### src/rtl/adv7513_cfg_sequencer.sv
// ADV7513 configuration sequencer: replays a {reg,value} ROM program as I2C
// register writes, with END/DELAY opcodes, NACK retry and restartable runs.
module adv7513_cfg_sequencer #(
    parameter int unsigned ROM_AW    = 8,
    parameter logic [6:0]  DEV_ADDR  = 7'h39,
    parameter logic [15:0] END_WORD  = 16'hFFFF,
    parameter logic [7:0]  DLY_OPC   = 8'hFE,
    parameter int unsigned DLY_UNIT  = 1000,
    parameter int unsigned MAX_RETRY = 3
) (
    input  logic              clk,
    input  logic              reset,
    input  logic              start,
    output logic [ROM_AW-1:0] rom_addr,
    input  logic [15:0]       rom_data,
    output logic              i2c_valid,
    input  logic              i2c_ready,
    output logic [6:0]        i2c_dev,
    output logic [7:0]        i2c_reg,
    output logic [7:0]        i2c_wdata,
    input  logic              i2c_done,
    input  logic              i2c_nack,
    output logic              busy,
    output logic              done,
    output logic              error,
    output logic [ROM_AW-1:0] err_index,
    output logic [ROM_AW:0]   wr_count
);

    localparam int unsigned DLY_W = $clog2(255 * DLY_UNIT + 1);
    localparam int unsigned RTY_W = (MAX_RETRY > 0) ? $clog2(MAX_RETRY + 1) : 1;
    localparam logic [RTY_W-1:0]  RETRY_LIMIT = RTY_W'(MAX_RETRY);
    localparam logic [RTY_W-1:0]  RETRY_ONE   = RTY_W'(1);
    localparam logic [ROM_AW-1:0] LAST_ADDR   = '1;
    localparam logic [ROM_AW-1:0] ADDR_ONE    = ROM_AW'(1);
    localparam logic [ROM_AW:0]   COUNT_ONE   = (ROM_AW + 1)'(1);
    localparam logic [DLY_W-1:0]  DLY_ONE     = DLY_W'(1);

    typedef enum logic [2:0] {
        S_IDLE, S_FETCH, S_DECODE, S_WRITE, S_WAIT, S_DELAY, S_DONE, S_ERROR
    } state_t;

    state_t            state_reg, state_next, adv_state;
    logic [ROM_AW-1:0] rom_addr_reg, err_index_reg;
    logic [ROM_AW:0]   wr_count_reg;
    logic [7:0]        reg_idx_reg, wdata_reg;
    logic [RTY_W-1:0]  retry_reg;
    logic [DLY_W-1:0]  dly_cnt_reg;
    logic              is_end, is_dly, dly_zero, at_last, retry_left;

    assign is_end     = (rom_data == END_WORD);
    assign is_dly     = (rom_data[15:8] == DLY_OPC);
    assign dly_zero   = (rom_data[7:0] == 8'd0);
    assign at_last    = (rom_addr_reg == LAST_ADDR);
    assign retry_left = (retry_reg < RETRY_LIMIT);
    // Stepping past the last ROM slot without seeing END is an overrun.
    assign adv_state  = at_last ? S_ERROR : S_FETCH;

    always_ff @(posedge clk) begin
        if (reset) state_reg <= S_IDLE;
        else       state_reg <= state_next;
    end

    always_comb begin
        state_next = state_reg;
        case (state_reg)
            S_IDLE, S_DONE, S_ERROR: if (start) state_next = S_FETCH;
            S_FETCH:  state_next = S_DECODE;
            S_DECODE: begin
                if (is_end)        state_next = S_DONE;
                else if (!is_dly)  state_next = S_WRITE;
                else if (dly_zero) state_next = adv_state;
                else               state_next = S_DELAY;
            end
            S_WRITE:  if (i2c_ready) state_next = S_WAIT;
            S_WAIT: begin
                if (i2c_done) begin
                    if (!i2c_nack)      state_next = adv_state;
                    else if (retry_left) state_next = S_WRITE;
                    else                state_next = S_ERROR;
                end
            end
            S_DELAY:  if (dly_cnt_reg == DLY_ONE) state_next = adv_state;
            default:  state_next = S_IDLE;
        endcase
    end

    always_comb begin
        i2c_valid = 1'b0;
        busy      = 1'b0;
        done      = 1'b0;
        error     = 1'b0;
        case (state_reg)
            S_FETCH, S_DECODE, S_WAIT, S_DELAY: busy = 1'b1;
            S_WRITE: begin
                busy      = 1'b1;
                i2c_valid = 1'b1;
            end
            S_DONE:  done  = 1'b1;
            S_ERROR: error = 1'b1;
            default: ;
        endcase
    end

    always_ff @(posedge clk) begin
        if (reset) begin
            rom_addr_reg  <= '0;
            err_index_reg <= '0;
            wr_count_reg  <= '0;
            reg_idx_reg   <= '0;
            wdata_reg     <= '0;
            retry_reg     <= '0;
            dly_cnt_reg   <= '0;
        end else begin
            if (state_next == S_FETCH) begin
                if (state_reg inside {S_IDLE, S_DONE, S_ERROR}) begin
                    rom_addr_reg  <= '0;
                    wr_count_reg  <= '0;
                    retry_reg     <= '0;
                    err_index_reg <= '0;
                end else begin
                    rom_addr_reg <= rom_addr_reg + ADDR_ONE;
                end
            end
            if (state_reg == S_DECODE && state_next == S_WRITE) begin
                reg_idx_reg <= rom_data[15:8];
                wdata_reg   <= rom_data[7:0];
            end
            // The delay state lasts exactly N*DLY_UNIT cycles; the counter reaches 0 on exit.
            if (state_reg == S_DECODE && state_next == S_DELAY)
                dly_cnt_reg <= DLY_W'(rom_data[7:0] * DLY_UNIT);
            else if (state_reg == S_DELAY)
                dly_cnt_reg <= dly_cnt_reg - DLY_ONE;
            if (state_reg == S_WAIT && i2c_done) begin
                if (!i2c_nack) begin
                    wr_count_reg <= wr_count_reg + COUNT_ONE;
                    retry_reg    <= '0;
                end else if (retry_left) begin
                    retry_reg <= retry_reg + RETRY_ONE;
                end
            end
            if (state_next == S_ERROR && state_reg != S_ERROR)
                err_index_reg <= rom_addr_reg;
        end
    end

    assign rom_addr  = rom_addr_reg;
    assign i2c_dev   = DEV_ADDR;
    assign i2c_reg   = reg_idx_reg;
    assign i2c_wdata = wdata_reg;
    assign err_index = err_index_reg;
    assign wr_count  = wr_count_reg;

endmodule

### config.mk
export PLATFORM = sky130hd
export DESIGN_NAME = adv7513_cfg_sequencer
export DESIGN_NICKNAME = d
export VERILOG_FILES = /design/src/rtl/adv7513_cfg_sequencer.sv
export SDC_FILE = /design/constraint.sdc
export NUM_CORES = 1
export LEC_CHECK = 0
export ABC_AREA = 1
export ABC_CLOCK_PERIOD_IN_PS = 4500
export BUFFER_PORTS_ARGS = -buffer_cell sky130_fd_sc_hd__buf_4
export CAP_MARGIN = 0
export CORE_MARGIN = 3
export CORE_UTILIZATION = 30
export DETAILED_ROUTE_END_ITERATION = 8
export PLACE_DENSITY = 0.5
export SLEW_MARGIN = 25
export SYNTH_ARGS = -nofsm -noshare
export SYNTH_HDL_FRONTEND = slang
export SYNTH_SLANG_ARGS = --single-unit
### constraint.sdc
create_clock -name clk -period 4.5 [get_ports clk]
set_input_delay 0.45 -clock clk [delete_from_list [all_inputs] [get_ports clk]]
set_output_delay 0.45 -clock clk [all_outputs]
set_load 0.05 [all_outputs]
==> results <==
- The run finished with clean final reports.
- Setup repair after global routing left no endpoint under its margin.
- The clock tree from TritonCTS is done.
- The most used flip-flop cell after synthesis is sky130_fd_sc_hd__dfxtp_1.
- The source-to-sink clock delay at the later pin of the worst-skew pair is 0.33 ns.
- The most common cell after layout, fill and taps aside is sky130_fd_sc_hd__nand2_1.
- The number of global-route vias before repair is 4191.
- Sequential cells were found to cover 25.1% of the synthesized design area.
- The capturing element type of the critical path is a register.
- The via density per instance is 4.54.
- The fraction of final layout cells with drive strength greater than 1 is 15.7%.
- At the pin with the least slew margin, the transition time is 0.864 ns.
- The number of antenna violations at the first check in global routing is 0.
- The first TritonRoute pass finished after 5 iterations.
- The post-route setup TNS is 0 ns.
- The clock drives 64 sinks.
- The total overflow reported by the global router is 0.
- Dividing the detail-routed wire length by the instance count gives 12.7 um.
- Of all nets on the critical path, the largest fanout is 5.
- The number of remaining DRC errors is 0.
- Counting distinct cell types in the post-synthesis netlist gives 42.
- The layout-stage area growth over the synthesis result is 19.4%.
- The all-layer global routing usage is 13.9%.
- The setup clock skew after layout is 0.00600 ns.
- After technology mapping, the gate count stands at 703.
- The die covers 0.0186 mm2.
- Counting flops with an async set or reset pin after synthesis yields a share of 0%.
- The clock network fraction of total power is 29.0%.
- Buffers placed on the I/O ports in this run total 66.
- The number of placement rows is 47.
- Yosys mapped a number of flops with a built-in enable equal to 0.
- The critical setup path kind is primary input to register.
- The worst setup slack for register-to-register paths is 1.91 ns.
- For this design, the slowest cell found on the critical path is sky130_fd_sc_hd__fa_1.
- The cell family contributing the most delay on the critical path is adder cells.
- The worst setup path is launched from a primary input.
- The first global-routing pass estimated 20500 um of wire.
- Entering global routing, the biggest net connects 36 pins.
- The kind of path behind the tightest hold check is primary input to register.
- The number of buffer and inverter instances along the worst setup path is 6.
- The clock passes through at most 2 buffers.
- The hold buffer count at CTS is 0.
- Data on the critical path is required at its endpoint by 4.70 ns.
- In the layout the commonest cells are sky130_fd_sc_hd__nand2_1, sky130_fd_sc_hd__inv_1, sky130_fd_sc_hd__nand3_1.
- After synthesis the netlist holds a flip-flop and latch count of 64.
- In this run the critical register-to-register path is captured at i2c_wdata[2].
- At the end of routability-driven placement, the weighted congestion stood at 0.780.
- The final-report setup violation count is 0.
- Counting instances, the worst hold path has a depth of 3.
- The clock-pin slew on the worst setup and hold paths is 0.05 ns.
- After legalization and detailed placement, the total HPWL measured 9590 um.
- The warning count from the yosys run is 0.
- The chip height is 136 um.
- The number of vias in the routed layout is 4474.
- The mean instance size in the synthesized netlist is 7.26 um2.
- During I/O placement, the number of pins put on the boundary was 74.
- The startpoint identified for the worst hold timing path is rom_data[12].
- The final net count is 851.
- In this run the standard cell core region covers 0.0166 mm2.
- The highest clock rate is 266 MHz.
- The total detailed-routing wirelength is 12500 um.
- The part of the power in combinational logic is 48.2%.
- The largest total area in the synthesized netlist belongs to sky130_fd_sc_hd__dfxtp_1.
- Net switching is 43.0% of the power.
- The sequential fraction of design power is 22.8%.
- After the first detailed-routing iteration, the DRC count stood at 219.
- The internal power component is 1.62 mW.
- The synthesized netlist occupies a cell area of 0.00510 mm2.
- The total leakage power is 2.88 nW.
- The max-cap violation count is 0.
- Traced cell by cell, the critical path runs through buf_4, inv_1, fa_1, inv_1, fa_1, inv_1, fa_1, inv_1, ha_1, ha_1, inv_1, nor4_1, nand3_1, nand3_1, xor2_1, nand2_1, nand2_1, a21oi_2.
- The stage delay of the slowest cell on the critical path is 0.52 ns.
- After clock tree synthesis, the setup repair step added 0 buffers.
- After synthesis, the cell types taking the most area are sky130_fd_sc_hd__dfxtp_1, sky130_fd_sc_hd__ha_1, sky130_fd_sc_hd__nand2_1.
- The overall power after layout is 2.85 mW.
- The root buffer cell chosen for the clock tree is sky130_fd_sc_hd__clkbuf_16.
- In this run, CTS created clock tree buffers numbering 9.
- The worst path in the final design needs a cycle of 3.76 ns, including I/O delays and setup.
- The net switching power is 1.23 mW.
- The initial standard-cell utilization of the core is 30.7%.
- The final count of hold timing violations is 0.
- The worst reg2reg path startpoint is rom_addr[0].
- The floorplan die width is 136 um.
- The H-tree generated during clock tree synthesis spans 3 levels.
- Across the VDD grid, the largest voltage drop is 0.278 mV.
- The flip-flop count of the largest register, all copies and words added is 18.
- The repair_antennas step left the layout with diodes totalling 0.
- The power density normalized to cell area is 467 mW/mm2.
- The headroom to the max-slew limit is 42.3%.
- STA puts the critical path data arrival time at 3.96 ns.
- By instance count, the cell type seen most on the critical path is sky130_fd_sc_hd__inv_1.
- The number of max-slew violations in the final report is 0.
- The final cycle utilization of the critical path is 83.5%.
- The number of antenna-violating nets in the routed design is 0.
- The worst register-to-register path has a depth of 11.
- For hold timing, the worst endpoint is i2c_reg[4].
- After synthesis, the largest area contributor takes up 25.1% of total cell area.
- Once the clock tree was built, the resizer swapped 0 gates to a different size.
-- final cells by class --
class | count | area [um2]
timing repair buffer | 66 | 495
tap | 220 | 275
inverter | 102 | 388
fill | 1802 | 10600
clock buffer | 11 | 253
sequential | 64 | 1280
multi-input combinational | 518 | 3300
clock inverter | 5 | 103
-- logic make-up (layout without fill, tap and decap cells) --
family / Yosys count / in the layout / synth area share, %
compound gates: 116 / 116 / 12.0
simple gates: 303 / 303 / 28.2
flops: 64 / 64 / 25.1
other cells: 2 / 7 / 0.147
xor+xnor: 24 / 24 / 4.12
fa+ha+maj: 68 / 68 / 19.8
buf+inv: 126 / 184 / 10.7
-- cell usage after synthesis, types with 6 or more instances --
master	n
sky130_fd_sc_hd__nand2_1	122
sky130_fd_sc_hd__dfxtp_1	64
sky130_fd_sc_hd__inv_1	94
sky130_fd_sc_hd__o21ai_0	35
sky130_fd_sc_hd__a21oi_1	65
sky130_fd_sc_hd__xor2_1	18
sky130_fd_sc_hd__nor3_1	14
sky130_fd_sc_hd__ha_1	47
sky130_fd_sc_hd__buf_4	9
sky130_fd_sc_hd__inv_2	6
sky130_fd_sc_hd__clkbuf_1	9
sky130_fd_sc_hd__xnor2_1	6
sky130_fd_sc_hd__nand4_1	8
sky130_fd_sc_hd__nor2_1	57
sky130_fd_sc_hd__nand3_1	68
sky130_fd_sc_hd__nand2_2	9
sky130_fd_sc_hd__o21ai_1	6
sky130_fd_sc_hd__fa_1	21
-- power by group through the flow --
stage | logic [mW] | clock network (mW) | registers, mW
finish | 1.37 | 0.825 | 0.649
global route | 1.55 | 0.874 | 0.655
detailed placement | 1.38 | 0 | 0.660
floorplan | 1.00 | 0 | 0.745
CTS | 1.39 | 0.855 | 0.648
global placement | 1.40 | 0 | 0.660
-- through the flow --
stage / cell area (um2) / hold WS (ns) / worst slack [ns] / instances / utilization (%)
6_report: 6090 / 0.366 / 0.742 / 986 / 36.6
5_1_grt: 6090 / 0.369 / 0.458 / 986 / 36.6
4_1_cts: 6090 / 0.354 / 0.721 / 986 / 36.6
3_5_place_dp: 5740 / 0.467 / 0.373 / 970 / 34.5
3_3_place_gp: 5740 / 0.465 / 0.363 / 970 / 34.5
2_1_floorplan: 5120 / 0.441 / 0.730 / 708 / -
-- worst reg2reg max path, cell delays in order (launching register included) --
cell and delay, ns:
sky130_fd_sc_hd__dfxtp_1 0.48, sky130_fd_sc_hd__ha_1 0.30, sky130_fd_sc_hd__nand2_2 0.09, sky130_fd_sc_hd__nor2_2 0.26, sky130_fd_sc_hd__nand2_2 0.13, sky130_fd_sc_hd__nand4_1 0.13
sky130_fd_sc_hd__nand3_1 0.14, sky130_fd_sc_hd__nand3_4 0.15, sky130_fd_sc_hd__nand2_4 0.12, sky130_fd_sc_hd__nor2_4 0.42, sky130_fd_sc_hd__o21ai_0 0.14, sky130_fd_sc_hd__a21oi_1 0.16
-- routing by layer --
metal | track usage, % | part of all wire (%)
met4 | 2.86 | 0.56
met3 | 4.22 | 4.5
met2 | 21.9 | 46
met5 | 0 | 0
met1 | 18.7 | 49
-- worst max-delay path by stage --
stage,from,endpoint,slack (ns),depth (start not counted)
6_report,rom_data[5],dly_cnt_reg[17],0.74,18
5_1_grt,rom_data[5],dly_cnt_reg[17],0.46,18
4_1_cts,rom_data[5],dly_cnt_reg[17],0.72,18
3_5_place_dp,rom_data[5],dly_cnt_reg[17],0.37,18
3_3_place_gp,rom_data[0],dly_cnt_reg[14],0.36,18
2_1_floorplan,rom_data[0],dly_cnt_reg[14],0.73,17
(Power assumes the default switching activity.)
